--- src/rtl/hps_handshake_bridge.sv ---
// Bridges an HPS PIO 4-phase req/ack handshake to fabric valid/ready streams.
// One request word goes out on rx_*, one response word comes back on tx_*.
module hps_handshake_bridge #(
    parameter int SYNC_STAGES    = 2,
    parameter int TIMEOUT_CYCLES = 1024
) (
    input  logic        clk,
    input  logic        reset,
    input  logic [16:0] hps_out,
    output logic [16:0] hps_in,
    output logic [15:0] rx_data,
    output logic        rx_valid,
    input  logic        rx_ready,
    input  logic [15:0] tx_data,
    input  logic        tx_valid,
    output logic        tx_ready,
    output logic [15:0] txn_count,
    output logic        timeout_flag,
    output logic        proto_err
);

    localparam int TW = $clog2(TIMEOUT_CYCLES);
    localparam logic [TW-1:0] TIMER_LAST = TW'(TIMEOUT_CYCLES - 1);

    // Handshake: rx word transfers on rx_valid & rx_ready, tx word on tx_valid & tx_ready.
    typedef enum logic [1:0] {
        IDLE    = 2'd0,
        DELIVER = 2'd1,
        RESPOND = 2'd2,
        ACK     = 2'd3
    } state_t;

    state_t                 state;
    logic [SYNC_STAGES-1:0] req_sync;
    logic                   req_s;
    logic                   ack;
    logic [15:0]            response;
    logic [TW-1:0]          timer;

    always_ff @(posedge clk or posedge reset) begin
        if (reset) begin
            req_sync <= '0;
        end else begin
            req_sync[0] <= hps_out[16];
            for (int i = 1; i < SYNC_STAGES; i++) begin
                req_sync[i] <= req_sync[i-1];
            end
        end
    end

    assign req_s    = req_sync[SYNC_STAGES-1];
    assign tx_ready = (state == RESPOND);
    assign hps_in   = {ack, response};

    always_ff @(posedge clk or posedge reset) begin
        if (reset) begin
            state        <= IDLE;
            ack          <= 1'b0;
            response     <= 16'h0000;
            rx_data      <= 16'h0000;
            rx_valid     <= 1'b0;
            txn_count    <= 16'h0000;
            timeout_flag <= 1'b0;
            proto_err    <= 1'b0;
            timer        <= '0;
        end else begin
            case (state)
                IDLE: begin
                    ack <= 1'b0;
                    // Data bits are stable whenever the synchronised req is high.
                    if (req_s) begin
                        rx_data  <= hps_out[15:0];
                        rx_valid <= 1'b1;
                        state    <= DELIVER;
                    end
                end
                DELIVER: begin
                    if (rx_valid && rx_ready) begin
                        rx_valid <= 1'b0;
                        timer    <= '0;
                        state    <= RESPOND;
                    end
                end
                RESPOND: begin
                    // Fabric data beats both an abort and the timeout.
                    if (tx_valid) begin
                        response <= tx_data;
                        ack      <= 1'b1;
                        state    <= ACK;
                    end else if (!req_s) begin
                        proto_err <= 1'b1;
                        state     <= IDLE;
                    end else if (timer == TIMER_LAST) begin
                        response     <= 16'hFFFF;
                        timeout_flag <= 1'b1;
                        ack          <= 1'b1;
                        state        <= ACK;
                    end else begin
                        timer <= timer + 1'b1;
                    end
                end
                ACK: begin
                    if (!req_s) begin
                        ack       <= 1'b0;
                        txn_count <= txn_count + 16'd1;
                        state     <= IDLE;
                    end
                end
                default: state <= IDLE;
            endcase
        end
    end

endmodule

--- config.mk ---
export PLATFORM = sky130hd
export DESIGN_NAME = hps_handshake_bridge
export DESIGN_NICKNAME = d
export VERILOG_FILES = /design/src/rtl/hps_handshake_bridge.sv
export SDC_FILE = /design/constraint.sdc
export NUM_CORES = 1
export LEC_CHECK = 0
export ABC_AREA = 1
export ABC_CLOCK_PERIOD_IN_PS = 2300
export BUFFER_PORTS_ARGS = -buffer_cell sky130_fd_sc_hd__buf_2
export CAP_MARGIN = 20
export CORE_ASPECT_RATIO = 1.5
export CORE_UTILIZATION = 52
export CTS_BUF_LIST = sky130_fd_sc_hd__clkbuf_4 sky130_fd_sc_hd__clkbuf_8 sky130_fd_sc_hd__clkbuf_16
export DETAILED_ROUTE_END_ITERATION = 10
export PLACE_DENSITY = 0.9
export SYNTH_ARGS = -nofsm -noshare
export SYNTH_HDL_FRONTEND = slang
export SYNTH_SLANG_ARGS = --single-unit
export TNS_END_PERCENT = 1
--- constraint.sdc ---
create_clock -name clk -period 2.3 [get_ports clk]
set_input_delay 0 -clock clk [delete_from_list [all_inputs] [get_ports clk]]
set_output_delay 0 -clock clk [all_outputs]
set_load 0.03 [all_outputs]
==> impl_metrics.env <==
export IMPL_fin_nets=515
export IMPL_combPwrFrac_pct=41.0
export IMPL_drv_slew=0
export IMPL_rows=34
export IMPL_cts_made_buffers=9
export IMPL_overflow=0
export IMPL_start_util_pct=53.5
export IMPL_root_buffer="clkbuf_8"
export IMPL_clk_pin_slew_ns=0.08
export IMPL_finClkSkew_ns=0.00723
export IMPL_dp_hpwl_mm=4.84
export IMPL_grt_start_max_net_pins=36
export IMPL_fmax_mhz=605
export IMPL_ys_top_cells_by_area="dfrtp_1 53%, nor2_1 10%, nand2_1 9.0%"
export IMPL_cts_tree="yes"
export IMPL_antenna_cells=0
export IMPL_path_class="reg2reg"
export IMPL_clkPwrFrac_pct=21.4
export IMPL_r2r_cells=6
export IMPL_final_antenna_net_count=0
export IMPL_worst_pin_slew_ns=0.715
export IMPL_crit_path_start_kind="flip-flop"
export IMPL_pre_cts_slack_ns=0.726
export IMPL_synth_fp_nets=383
export IMPL_grt_pass1_wl_mm=12.8
export IMPL_antenna_found_initial=0
export IMPL_yosysSeqAreaShare_pct=53.4
export IMPL_cts_setup_buffers=0
export IMPL_clk_path_buf_depth=2
export IMPL_max_stage_delay_ns=0.52
export IMPL_maxCapViolCount=0
export IMPL_power_density_mw_per_mm2=1120
export IMPL_grt_usage_pct=27.9
export IMPL_required_ns=2.58
export IMPL_post_route_period_util_pct=71.8
export IMPL_io_buffer_count=89
export IMPL_yosys_register_bits=66
export IMPL_synth_cell_types=31
export IMPL_seqPwrFrac_pct=37.6
export IMPL_rsz0062_at_grt="no"
export IMPL_crit_arrival_ns=1.93
export IMPL_drive_gt1_share_pct=30.4
export IMPL_synthesis_instances=344
export IMPL_drc_errors=0
export IMPL_synth_top_cell_area_share_pct=53.4
export IMPL_die_h_um=96.5
export IMPL_period_needed_ns=1.65
export IMPL_multi_input_area_mm2=0.00129
export IMPL_clock_sinks=66
export IMPL_io_pins=90
export IMPL_fin_setup_tns_ns=0
export IMPL_routedWlPerCell_um=14.2
export IMPL_power_leakage_nw=2.11
export IMPL_num_vias=2810
export IMPL_htree_levels=3
export IMPL_p_sw_share_pct=43.2
export IMPL_via_per_inst=5.08
export IMPL_synth_avg_cell_area_um2=8.99
export IMPL_yosysTopAreaCell="dfrtp_1"
export IMPL_fill_cells=410
export IMPL_p_switching_mw=2.01
export IMPL_hp_class="in2reg"
export IMPL_grt_pass1_vias=2801
export IMPL_synthToLayoutAreaGrowth_pct=34.3
export IMPL_ys_warn_count=0
export IMPL_final_hold_viol_count=0
export IMPL_fin_util_pct=71.8
export IMPL_peakVddDrop_uv=864
export IMPL_p_int_mw=2.64
export IMPL_outcome="finished clean"
export IMPL_netlist_area_mm2=0.00309
export IMPL_clk_latency_ns=0.35
export IMPL_die_area_mm2=0.00627
export IMPL_critPathCaptureType="flip-flop"
export IMPL_gp_congestion=0.892
export IMPL_relSlewSlack_pct=52.3
export IMPL_drt_wl_total_mm=7.87
export IMPL_fp_coreArea_mm2=0.00579
export IMPL_worstPathMaxFanout=17
export IMPL_setup_viol=0
export IMPL_setup_ws_ns=0.648
export IMPL_hold_depth=3
export IMPL_die_w_um=65.0
export IMPL_cts_resized=0
export IMPL_seqCellArea_mm2=0.00165
export IMPL_drt_iter0_drc=165
export IMPL_path_cells="nand2_4 > inv_2 > nand2_2 > nand2_4 > nor2_1 > nor2_1"
export IMPL_drtPass1Iterations=4
export IMPL_slowest_stage="dfrtp_1"
-- worst paths after layout --
path,start,to,slack (ns)
setup / recovery,state[1],response[13],0.65
hold / removal,tx_valid,timeout_flag,0.08
setup reg to reg,state[1],response[13],0.65
hold reg to reg,req_sync[0],req_sync[1],0.35
max in group asynchronous,reset,txn_count[10],1.24
min in group asynchronous,reset,rx_data[6],0.36
-- state kept, by name, summed over array words and instances, names as in the netlist --
register / cells
rx_valid: 1
ack: 1
req_sync: 2
state: 2
timer: 10
rx_data: 16
txn_count: 16
response: 16
proto_err: 1
timeout_flag: 1
-- cells in the final DEF, fill, tap and decap left out --
master,synthesis,final
bufinv_16,0,1
dfrtp_1,66,66
nand2_4,4,4
clkbuf_4,0,1
or2_2,1,1
ha_1,2,2
clkinv_2,0,1
clkinvlp_4,0,3
nor3_4,1,1
a21boi_4,1,1
nand3_1,18,18
inv_1,26,25
dlygate4sd3_1,0,35
buf_4,3,2
o21ai_0,4,4
nand2_2,3,3
nand4_1,4,4
buf_2,1,89
nand2_1,74,74
clkbuf_8,0,9
inv_6,0,1
o21ai_1,2,2
nand4_2,1,1
a21oi_1,7,7
nand3b_1,1,1
nor2_1,82,82
a21o_1,3,3
nor2_4,2,2
o21bai_1,1,1
mux2_2,16,16
inv_2,3,4
xnor2_1,4,4
nand3_2,1,1
nor2_2,4,4
nand3_4,1,1
nor3_1,1,1
xor2_1,6,6
-- cells in the mapped netlist --
cell	number
nand3_1	18
a21o_1	3
nor3_4	1
nand2_4	4
a21oi_1	7
nor2_2	4
nor2_4	2
nor3_1	1
o21ai_0	4
inv_1	26
ha_1	2
nand2_1	74
dfrtp_1	66
o21ai_1	2
nand2_2	3
buf_4	3
o21bai_1	1
xnor2_1	4
buf_6	1
inv_2	3
nand4_1	4
mux2_2	16
nor2_1	82
or2_2	1
nand3_4	1
nand3_2	1
xor2_1	6
nand4_2	1
a21boi_4	1
buf_2	1
nand3b_1	1
-- through the flow --
stage	total power [mW]	instances	hold WS, ns	area, µm²
final	4.65	553	0.0781	4150
after detailed placement	3.57	502	0.109	3600
after global placement	3.51	502	0.109	3600
after floorplan	3.06	344	0.0314	3090
after CTS	4.60	553	0.0785	4150
after global routing	4.89	553	0.111	4150
-- logic make-up (layout without fill, tap and decap cells) --
kind of cell             count (synthesis)  count (layout)  synth area share [%]
multiplexers                            16              16                  5.83
AO/OA/AOI/OAI                           18              18                  3.68
AND/OR/NAND/NOR                        198             198                  28.7
XOR/XNOR                                10              10                  2.83
buffers and inverters                   34             171                  4.77
flip-flops                              66              66                  53.4
adder cells (fa/ha/maj)                  2               2                 0.809
-- per-layer routing --
layer	vias to the layer above	global-route usage [%]	part of all wire, %
li1	1349	-	-
met4	0	15.9	3.3
met5	-	0	0
met3	24	6.81	4.3
met2	90	50.1	56
met1	1347	29.5	37
-- repair_timing --
item | 4_1_cts | 5_1_grt
endpoints found under the hold margin | 67 | 0
hold buffers | 35 | 0
setup endpoints to repair | 0 | 0
-- final cells by class --
class                   count  share of cell area, %
flip-flops and latches     66                   39.8
repair buffers            126                   19.5
clock inverters             6                   1.60
clock buffers              10                   3.16
well taps                  72                   2.17
multi-input cells         244                   31.2
inverters                  29                   2.62
-- critical path: cells and delay by family (launching register included) --
kind	cells	cell delay (ns)
flip-flops	1	0.52
AND/OR/NAND/NOR	5	0.89
buffers and inverters	1	0.17
-- power by group through the flow --
stage | Clock [mW] | Combinational [mW] | Sequential (mW)
CTS | 0.999 | 1.87 | 1.73
detailed placement | 0 | 1.82 | 1.75
global route | 1.05 | 2.04 | 1.79
global placement | 0 | 1.78 | 1.73
finish | 0.994 | 1.90 | 1.75
floorplan | 0 | 0.707 | 2.35
Note: power is estimated with default switching activity, not from simulation.
